### src/rtl/rule_unpacker_128_32_pkg.sv
// -----------------------------------------------------------------------------
// rule_unpacker_128_32_pkg
// Shared constants and helpers for the rule-load width converters (128<->32).
// Contents:
//   IN_W / OUT_W / LANES / LW  beat width, word width, words per beat, lane index width
//   LANE_FIRST                 lane that travels first on the narrow side (data[OUT_W-1:0])
//   frame_state_t              packet framing state (outside / inside a packet)
//   beat_tail_t                last lane and byte-empty of the final word of a beat
//   eop_tail()                 converts a beat's byte-empty into a beat_tail_t
// -----------------------------------------------------------------------------
package rule_unpacker_128_32_pkg;

   localparam int IN_W       = 128;
   localparam int OUT_W      = 32;
   localparam int LANES      = IN_W / OUT_W;
   localparam int LW         = $clog2(LANES);
   // Lane 0 (least significant word) goes first; the 32->128 packer fills in
   // the same order so the two converters are exact inverses.
   localparam int LANE_FIRST = 0;

   typedef enum logic {
      ST_IDLE   = 1'b0,
      ST_IN_PKT = 1'b1
   } frame_state_t;

   typedef struct packed {
      logic [LW-1:0] last_lane;
      logic [1:0]    last_empty;
   } beat_tail_t;

   // Byte-empty of an eop beat -> index of its last valid word and the unused
   // bytes inside that word. empty is at most 15, so at least one byte is valid.
   function automatic beat_tail_t eop_tail(input logic [3:0] empty);
      logic [4:0] valid_bytes;
      beat_tail_t t;
      valid_bytes  = 5'd16 - {1'b0, empty};
      t.last_lane  = LW'((valid_bytes - 5'd1) >> 2);
      // (4 - valid_bytes % 4) % 4: the 2-bit truncation performs the outer mod
      t.last_empty = 2'(3'd4 - {1'b0, valid_bytes[1:0]});
      return t;
   endfunction

endpackage

### src/rtl/rule_unpacker_128_32.sv
// -----------------------------------------------------------------------------
// rule_unpacker_128_32
// Width-down converter on the host->FPGA rule path: accepts 128-bit
// Avalon-ST beats and emits them as 32-bit words, lane 0 first. Partial eop
// beats emit only the words holding valid bytes. Framing violations are
// flagged with a one-cycle pulse while the data is still forwarded.
// Ports:
//   clk, rst                          clock, synchronous active-high reset
//   in_rule_sop/eop/empty/valid/data  128-bit input beat (empty used on eop only)
//   in_rule_ready                     input accepted when valid && ready
//   out_rule_sop/eop/empty/valid/data 32-bit output word (empty 0 unless eop)
//   out_rule_ready                    downstream accepts when valid && ready
//   frame_err                         pulse: non-sop beat outside a packet, or
//                                     sop beat inside a packet
// -----------------------------------------------------------------------------
module rule_unpacker_128_32
   import rule_unpacker_128_32_pkg::*;
(
   input  logic              clk,
   input  logic              rst,
   input  logic              in_rule_sop,
   input  logic              in_rule_eop,
   input  logic [3:0]        in_rule_empty,
   input  logic              in_rule_valid,
   input  logic [IN_W-1:0]   in_rule_data,
   output logic              in_rule_ready,
   output logic              out_rule_sop,
   output logic              out_rule_eop,
   output logic [1:0]        out_rule_empty,
   output logic              out_rule_valid,
   output logic [OUT_W-1:0]  out_rule_data,
   input  logic              out_rule_ready,
   output logic              frame_err
);

   // Holding register for one beat plus the lane currently presented.
   logic [IN_W-1:0] buf_data;
   logic            buf_sop;
   logic            buf_eop;
   logic [LW-1:0]   buf_last_lane;
   logic [1:0]      buf_last_empty;
   logic            buf_valid;
   logic [LW-1:0]   lane;

   frame_state_t    state;
   beat_tail_t      tail;
   logic            at_last;
   logic            in_accept;
   logic            out_xfer;

   assign at_last   = (lane == buf_last_lane);
   // A new beat may land in the same cycle the last word of the current one
   // leaves, which keeps the stream gap-free at one beat per LANES cycles.
   assign in_rule_ready = !buf_valid || (out_rule_ready && at_last);
   assign in_accept = in_rule_valid && in_rule_ready;
   assign out_xfer  = buf_valid && out_rule_ready;

   // NOTE: tail is assigned on every path through the block, so no latch is inferred.
   always_comb begin
      tail.last_lane  = LW'(LANES - 1);
      tail.last_empty = 2'd0;
      if (in_rule_eop) begin
         tail = eop_tail(in_rule_empty);
      end
   end

   // Outputs decode registered state only and read as zero while empty.
   assign out_rule_valid = buf_valid;
   assign out_rule_data  = buf_valid ? buf_data[int'(lane) * OUT_W +: OUT_W] : '0;
   assign out_rule_sop   = buf_valid && buf_sop && (lane == LW'(LANE_FIRST));
   assign out_rule_eop   = buf_valid && buf_eop && at_last;
   assign out_rule_empty = out_rule_eop ? buf_last_empty : 2'd0;

   // NOTE: payload registers have no reset; every output use is qualified by buf_valid.
   always_ff @(posedge clk) begin
      if (in_accept) begin
         buf_data       <= in_rule_data;
         buf_sop        <= in_rule_sop;
         buf_eop        <= in_rule_eop;
         buf_last_lane  <= tail.last_lane;
         buf_last_empty <= tail.last_empty;
      end
   end

   // NOTE: non-blocking assignments so every register sees pre-edge values.
   always_ff @(posedge clk) begin
      if (rst) begin
         buf_valid <= 1'b0;
         lane      <= LW'(LANE_FIRST);
      end else if (in_accept) begin
         buf_valid <= 1'b1;
         lane      <= LW'(LANE_FIRST);
      end else if (out_xfer) begin
         if (at_last) begin
            buf_valid <= 1'b0;
            lane      <= LW'(LANE_FIRST);
         end else begin
            lane      <= lane + LW'(1);
         end
      end
   end

   // Framing tracker: moves only on an accepted beat. The next state follows
   // the beat's eop in both states; the error depends on sop versus state.
   always_ff @(posedge clk) begin
      if (rst) begin
         state     <= ST_IDLE;
         frame_err <= 1'b0;
      end else begin
         frame_err <= 1'b0;
         if (in_accept) begin
            case (state)
               ST_IDLE:   frame_err <= !in_rule_sop;
               ST_IN_PKT: frame_err <= in_rule_sop;
               default:   frame_err <= 1'b0;
            endcase
            state <= in_rule_eop ? ST_IDLE : ST_IN_PKT;
         end
      end
   end

endmodule

### config.mk
export PLATFORM = sky130hd
export DESIGN_NAME = rule_unpacker_128_32
export DESIGN_NICKNAME = d
export VERILOG_FILES = /design/src/rtl/rule_unpacker_128_32_pkg.sv /design/src/rtl/rule_unpacker_128_32.sv
export SDC_FILE = /design/constraint.sdc
export NUM_CORES = 1
export LEC_CHECK = 0
export ABC_AREA = 1
export BUFFER_PORTS_ARGS = -buffer_cell sky130_fd_sc_hd__buf_2
export CAP_MARGIN = 40
export CORE_MARGIN = 1
export CORE_UTILIZATION = 45
export CTS_CLUSTER_DIAMETER = 150
export DETAILED_ROUTE_END_ITERATION = 12
export PLACE_DENSITY = 0.77
export SLEW_MARGIN = 40
export SYNTH_ARGS = -nofsm -noshare
export SYNTH_HDL_FRONTEND = slang
export SYNTH_SLANG_ARGS = --single-unit
### constraint.sdc
create_clock -name clk -period 9.4 [get_ports clk]
set_input_delay 0.47 -clock clk [delete_from_list [all_inputs] [get_ports clk]]
set_output_delay 0.47 -clock clk [all_outputs]
set_load 0.02 [all_outputs]
==> results.json, run 1 <==
{
  "outcome": "finished, final reports clean",
  "initial_core_util_pct": 46.3,
  "p_comb_share_pct": 8.2,
  "grt_pass1_vias": 3794,
  "cpMaxStageDelayCell": "inv_4",
  "synth_area_per_cell_sq_um": 12.4,
  "cts_setup_buffers": 0,
  "m1WireLength_um": 4870,
  "route.met3.wl_um": 969,
  "dpl.cell_count": 751,
  "syn_area_sq_mm": 0.00557,
  "antennaDiodeCount": 0,
  "grt_usage_pct": 19.2,
  "fin_skew_ns": 0.00528,
  "hpwl_um": 7720,
  "finalHoldViolCount": 0,
  "tightest_slew_ns": 0.788,
  "synth_simple_gate_area_share_pct": 11.6,
  "crit_type": "flip-flop to flip-flop",
  "finalNetCount": 764,
  "crit_path_cell_trace": "buf_4 > inv_4 > nand2_1 > nand2_1 > nand3_1 > nand2_2 > nand2_2 > inv_4 > buf_6",
  "critical_path_required_ns": 9.45,
  "synth.cells.most_frequent": "edfxtp_1 (134), nor2_1 (134), o21ai_1 (39)",
  "swShare_pct": 22.3,
  "wirelength_um": 11900,
  "routed.top_layer": "met4",
  "syn_inst": 449,
  "dieArea_sq_mm": 0.0128,
  "io_buffers": 176,
  "drive_gt1_share_pct": 33.8,
  "die_h_um": 113,
  "vias": 3929,
  "path_max_fanout": 69,
  "final_cell_count_no_fill": 783,
  "r2r_end": "buf_last_lane[1]",
  "yosys.area.top_type": "edfxtp_1",
  "synth_cell_types": 24,
  "ir_drop_v": 0.000131,
  "finalSetupTns_ns": 0,
  "syn2layout_area_growth_pct": 26.8,
  "netSwitchingPower_mw": 0.333,
  "rows": 40,
  "cpPeakStageDelay_ns": 0.58,
  "reg2reg_from": "lane[1]",
  "clkSinkCount": 139,
  "die_x_um": 113,
  "rsz0062_at_grt": "false",
  "nFillCells": 987,
  "dr.first_iter.drc_count": 332,
  "core_sq_mm": 0.0120,
  "cts_buffers": 17,
  "p_seq_share_pct": 49.6,
  "synth-edff-count": 134,
  "regToRegSetupSlack_ns": 6.07,
  "drc": 0,
  "maxCapViolCount": 0,
  "grt_antenna_before_repair": 0,
  "synth_async_sr_flop_share_pct": 0,
  "arrival_ns": 3.38,
  "final_max_slew_viol_count": 0,
  "wire_per_inst_um": 15.2,
  "cts_resized": 0,
  "p_int_mw": 1.16,
  "cts_tree": "yes",
  "gp_congestion": 0.787,
  "synth_xor_area_share_pct": 0.472,
  "cts.htree.levels": 4,
  "r2r_cells": 9,
  "endpoint_kind": "flip-flop",
  "grt_max_degree": 70,
  "period_needed_ns": 3.33,
  "finalSetupViolCount": 0,
  "yosysWarningCount": 0,
  "path_clk_slew_ns": 0.06,
  "p_clk_share_pct": 42.1,
  "routed_via_density": 5.02,
  "max_freq_mhz": 301,
  "clockBufferDepth": 2,
  "grt_pass1_wl_um": 18200,
  "endpoint": "buf_last_lane[1]",
  "cts_root_buf": "clkbuf_16",
  "p_per_area_mw_per_mm2": 211,
  "synth-seq-cells": 139,
  "synth_compound_gate_area_share_pct": 9.17,
  "yosys.area_share.adder_pct": 0.674,
  "leakagePower_nw": 2.92,
  "drtAntennaViolNets": 0,
  "syn_nets": 590,
  "drtPass1Iterations": 4,
  "relSlewSlack_pct": 47.5,
  "ys_seq_area_share_pct": 74.1,
  "ioPinCount": 177,
  "start_kind": "flip-flop",
  "critPathLaunch": "lane[1]",
  "ys.flop_type": "edfxtp_1",
  "final.period_utilization_pct": 35.4,
  "synth_mux_area_share_pct": 0,
  "hold_path_class": "primary input to flip-flop",
  "cts_hold_buf": 0,
  "grt_overflow": 0,
  "synth_top_area_share_pct": 72.3,
  "synth_top_family_by_area": "simple AND/OR/NAND/NOR gates",
  "wl_met2_um": 5810,
  "clk_latency_ns": 0.42,
  "synthTopCellsByArea": "edfxtp_1 (72%), nor2_1 (9.0%), o21ai_1 (3.5%)"
}
sequential cells by signal (all words and copies together), names as in the netlist:
name            count
buf_data          128
buf_last_empty      2
buf_last_lane       2
lane                2
buf_eop             1
buf_sop             1
frame_err           1
out_rule_valid      1
state               1
routing by layer:
layer	up-vias	global-route usage, %
met3	23	6.59
met4	0	9.47
met1	1810	22.6
met5	-	0
met2	170	31.6
li1	1926	-
final cells by class:
cell class / instances / area, sq um / area share, %
timing repair buffer: 179 / 907 / 12.9
sequential: 139 / 4130 / 58.4
multi-input combinational: 271 / 1220 / 17.3
inverter: 15 / 63.8 / 0.904
tap: 147 / 184 / 2.61
clock buffer: 18 / 429 / 6.08
clock inverter: 14 / 130 / 1.84
power groups by stage:
| stage | combinational, mW | clock [mW] | sequential, mW |
|---|---|---|---|
| after floorplan | 0.0688 | 0 | 0.755 |
| after global placement | 0.119 | 0 | 0.752 |
| after detailed placement | 0.123 | 0 | 0.753 |
| after CTS | 0.123 | 0.639 | 0.741 |
| after global routing | 0.135 | 0.667 | 0.744 |
| final | 0.123 | 0.628 | 0.740 |
worst max-delay path, delay by kind of cell (launching register included):
kind | cells | cell delay (ns)
flip-flops | 1 | 0.52
AND/OR/NAND/NOR | 5 | 0.53
buffers and inverters | 4 | 1.81
worst min path at each step:
stage	from	end	slack, ns	cells after the start
finish	in_rule_data[80]	buf_data[80]	0.22	1
CTS	in_rule_data[60]	buf_data[60]	0.21	1
global route	in_rule_data[82]	buf_data[82]	0.20	1
global placement	state	state	0.47	2
detailed placement	state	state	0.47	2
floorplan	state	state	0.46	2
per-stage QoR:
stage / setup slack (ns) / util, % / hold WS (ns) / instance area (sq um) / power [mW]
after floorplan: 5.35 / - / 0.455 / 5570 / 0.824
after global placement: 5.98 / 54.1 / 0.471 / 6490 / 0.871
after detailed placement: 5.81 / 54.1 / 0.475 / 6500 / 0.876
after CTS: 5.81 / 58.7 / 0.208 / 7060 / 1.50
after global routing: 5.79 / 58.8 / 0.201 / 7060 / 1.55
final: 6.07 / 58.8 / 0.223 / 7060 / 1.49
placed cells by master, fill, tap and decap left out, types with 3 or more instances in the layout:
master	n
a21oi_1	35
buf_2	176
clkbuf_16	17
clkinv_1	3
clkinv_2	4
clkinvlp_4	4
dfxtp_1	4
edfxtp_1	134
ha_1	3
inv_1	11
inv_4	3
nand2_1	15
nand3_1	4
nor2_1	134
o21ai_0	28
o21ai_1	39
logic make-up (layout without fill, tap and decap cells):
family | after synthesis | after routing
AO/OA/AOI/OAI | 102 | 102
XOR/XNOR | 3 | 3
adder cells (fa/ha/maj) | 3 | 3
buffers and inverters | 39 | 226
flip-flops | 139 | 139
AND/OR/NAND/NOR | 163 | 163
Note: power is estimated with default switching activity, not from simulation.
==> run 2: changes to the inputs <==
- ABC_AREA: 1 -> 0
- clock period: 9.4 -> 3.4 ns (I/O delays scaled with it)
==> run 2 against run 1 <==
The flow now stops in 4_1_cts. Synthesized cell count is 41% lower. Area after synthesis shrank 1.7%.
==> results.json, run 2 <==
{
  "rows": 39,
  "clockBufferDepth": 2,
  "dpl.cell_count": 577,
  "synth-edff-count": 134,
  "synth_top_area_share_pct": 73.5,
  "hpwl_um": 7090,
  "io_buffers": 176,
  "syn_area_sq_mm": 0.00547,
  "clkSinkCount": 139,
  "error": "[ERROR RSZ-0060] Max buffer count reached.",
  "cts_hold_buf": 123,
  "syn_inst": 265,
  "haltStage": "4_1_cts",
  "synth_async_sr_flop_share_pct": 0,
  "synth_cell_types": 29,
  "gp_congestion": 0.697,
  "die_h_um": 112,
  "yosys.area.top_type": "edfxtp_1",
  "cts_root_buf": "clkbuf_16",
  "cts_resized": 0,
  "synth_most_common_cell": "edfxtp_1",
  "cts_setup_buffers": 0,
  "outcome": "aborted with a tool error",
  "cts.htree.levels": 4,
  "yosysWarningCount": 0,
  "place_area_sq_mm": 0.00650,
  "ys.flop_type": "edfxtp_1",
  "cts_buffers": 17,
  "synth-seq-cells": 139,
  "die_x_um": 112,
  "synthTopCellsByArea": "edfxtp_1 (74%), mux4_2 (13%), and2_1 (4.1%)",
  "ys_seq_area_share_pct": 75.3,
  "ioPinCount": 177,
  "syn_nets": 406,
  "synth.cells.most_frequent": "edfxtp_1 (134), and2_1 (36), mux4_2 (32)",
  "synth_area_per_cell_sq_um": 20.7,
  "initial_core_util_pct": 47.1
}
## run 2: cell types whose count changed after synthesis, moves of 3 or more
| cell | change |
|---|---|
| a21oi_1 | -32 |
| and2_1 | +35 |
| buf_6 | -5 |
| clkbuf_1 | -6 |
| inv_1 | -7 |
| mux4_2 | +32 |
| nand2_1 | -10 |
| nor2_1 | -130 |
| nor3_1 | +3 |
| o21ai_0 | -26 |
| o21ai_1 | -38 |
## run 2: cell families after synthesis
logic type / Yosys count / share of synthesized area, %
AO/OA/AOI/OAI: 10 / 1.60
XOR/XNOR: 7 / 1.39
adder cells (fa/ha/maj): 3 / 0.686
buffers and inverters: 18 / 1.92
flip-flops: 139 / 75.3
multiplexers: 32 / 13.2
AND/OR/NAND/NOR: 56 / 5.90
## run 2: metrics by stage
step,hold WS [ns],setup WS [ns]
floorplan,0.235,-2.12
global placement,0.346,1.38
detailed placement,0.348,1.34
==> run 3: changes to the inputs <==
- CORE_UTILIZATION: 45 -> 30
- CTS_CLUSTER_DIAMETER: 150 -> not set
- PLACE_DENSITY: 0.77 -> not set
- PLACE_DENSITY_LB_ADDON: not set -> 0.15
==> run 3 against run 2 <==
The run now ends clean. Synthesized cell count is the same. Area after synthesis is the same.
==> results.json, run 3 <==
{
  "synth.cells.most_frequent": "edfxtp_1 (134), and2_1 (36), mux4_2 (32)",
  "finalSetupTns_ns": 0,
  "synth_most_common_cell": "edfxtp_1",
  "rows": 49,
  "path_clk_slew_ns": 0.06,
  "fin_skew_ns": 0.00735,
  "grt_usage_pct": 13.6,
  "synth_async_sr_flop_share_pct": 0,
  "finalNetCount": 723,
  "dpl.cell_count": 662,
  "whs_ns": 0.0445,
  "path_buf_inv": 2,
  "hold_path_end": "state",
  "pre_cts_slack_ns": 1.16,
  "crit_path_cell_trace": "buf_4 > mux4_2 > and2_1 > buf_2",
  "cpPeakStageDelay_ns": 0.60,
  "hpwl_um": 7310,
  "rsz0062_at_grt": "false",
  "dr.first_iter.drc_count": 119,
  "finalSetupViolCount": 0,
  "nFillCells": 1577,
  "ioPinCount": 177,
  "tightest_slew_ns": 0.742,
  "p_per_area_mw_per_mm2": 508,
  "cts_root_buf": "clkbuf_16",
  "cts_hold_buf": 130,
  "relSlewSlack_pct": 50.5,
  "arrival_ns": 2.31,
  "io_buffers": 176,
  "yosys.area.top_type": "edfxtp_1",
  "dieArea_sq_mm": 0.0188,
  "wirelength_um": 12100,
  "yosysWarningCount": 0,
  "grt_pass1_vias": 3726,
  "drc": 0,
  "final_max_slew_viol_count": 0,
  "grt_max_degree": 107,
  "synth-seq-cells": 139,
  "synth_area_per_cell_sq_um": 20.7,
  "synth-edff-count": 134,
  "cts_resized": 0,
  "min_path_cells": 2,
  "final-seq-area_sq_mm": 0.00413,
  "critical_path_required_ns": 3.23,
  "drtPass1Iterations": 6,
  "ys_seq_area_share_pct": 75.3,
  "drive_gt1_share_pct": 42.2,
  "finalHoldViolCount": 0,
  "grt_overflow": 0,
  "ir_drop_v": 0.000329,
  "regMostFlops": "buf_data",
  "final.period_utilization_pct": 72.8,
  "syn_inst": 265,
  "leakagePower_nw": 3.30,
  "hold_path_class": "primary input to flip-flop",
  "wire_per_inst_um": 14.7,
  "routed_via_density": 4.27,
  "crit_type": "flip-flop to primary output",
  "grt_pass1_wl_um": 18500,
  "syn2layout_area_growth_pct": 54.9,
  "path_max_fanout": 34,
  "regToRegSetupSlack_ns": 1.14,
  "holdCritStartpoint": "in_rule_eop",
  "clkSinkCount": 139,
  "cts_setup_buffers": 0,
  "die_x_um": 137,
  "core_sq_mm": 0.0179,
  "multi_input_area_sq_mm": 0.00124,
  "drtAntennaViolNets": 0,
  "reg2reg_from": "buf_last_lane[0]",
  "fin_ws_ns": 0.924,
  "final_common_cell": "buf_2",
  "grt_antenna_before_repair": 0,
  "endpoint_kind": "primary output",
  "start_kind": "flip-flop",
  "syn_nets": 406,
  "gp_congestion": 0.718,
  "largest_reg_flops": 128,
  "initial_core_util_pct": 30.6,
  "synth_cell_types": 29,
  "clockBufferDepth": 2,
  "final_cell_count_no_fill": 824,
  "cpLargestDelayFamily": "buffers and inverters",
  "synthTopCellsByArea": "edfxtp_1 (74%), mux4_2 (13%), and2_1 (4.1%)",
  "cpMaxStageDelayCell": "buf_4",
  "antennaDiodeCount": 0,
  "p_total_mw": 4.31,
  "max_freq_mhz": 404,
  "ys.flop_type": "edfxtp_1",
  "final_cell_mix": "buf_2 (176), edfxtp_1 (134), dlygate4sd3_1 (130)",
  "period_needed_ns": 2.48,
  "cts_tree": "yes",
  "maxCapViolCount": 0,
  "synth_top_area_share_pct": 73.5,
  "die_h_um": 137,
  "syn_area_sq_mm": 0.00547,
  "cts.htree.levels": 4,
  "r2r_cells": 3,
  "r2r_end": "buf_data[92]",
  "vias": 3520,
  "outcome": "finished, final reports clean",
  "cts_buffers": 17,
  "clk_latency_ns": 0.41
}
-- run 3: cell counts after synthesis --
Identical to the previous run, type by type.
-- run 3: metal layers --
metal / global-route usage (%) / part of all wire (%) / vias to the layer above
met5: 0 / 0 / -
met4: 5.74 / 1.5 / 0
met2: 23.5 / 53 / 96
met3: 3.70 / 4.6 / 12
li1: - / - / 1686
met1: 15.7 / 41 / 1726
-- run 3: per-stage QoR --
step	instance area (sq um)	util, %
after floorplan	5480	-
after global placement	6610	36.9
after detailed placement	6610	36.9
after CTS	8480	47.4
after global routing	8480	47.4
final	8480	47.4
-- run 3: final cells by class --
cell class                 instances  area share (%)
sequential                       139            48.7
timing repair buffer             310            26.2
clock inverter                    15            1.74
multi-input combinational        108            14.7
inverter                           6           0.266
clock buffer                      17            5.02
tap                              229            3.38
-- run 3: worst max-delay path by stage --
stage                           from                 to  slack (ns)  cells past startpoint
floorplan           buf_last_lane[0]        buf_data[0]       -2.12                      2
global placement    buf_last_lane[0]       buf_data[14]        1.23                      3
detailed placement  buf_last_lane[0]       buf_data[46]        1.16                      3
CTS                          lane[0]  out_rule_data[12]        0.81                      4
global route                 lane[0]  out_rule_data[12]        0.74                      4
finish                       lane[0]  out_rule_data[13]        0.92                      4
-- run 3: power breakdown --
| group | switching, mW | total (mW) | leakage [nW] | internal (mW) |
|---|---|---|---|---|
| registers | 0.0380 | 2.06 | 1.32 | 2.02 |
| clock network | 0.802 | 1.78 | 0.274 | 0.977 |
| logic | 0.206 | 0.477 | 1.70 | 0.270 |
| total | 1.05 | 4.31 | 3.30 | 3.27 |
-- run 3: logic make-up after synthesis --
kind of cell               synth area share [%]
xor gates and xnor gates                   1.39
AOI/OAI and AO/OA                          1.60
muxes                                      13.2
adders and majority gates                 0.686
and+or+nand+nor                            5.90
DFF                                        75.3
buffers and inverters                      1.92
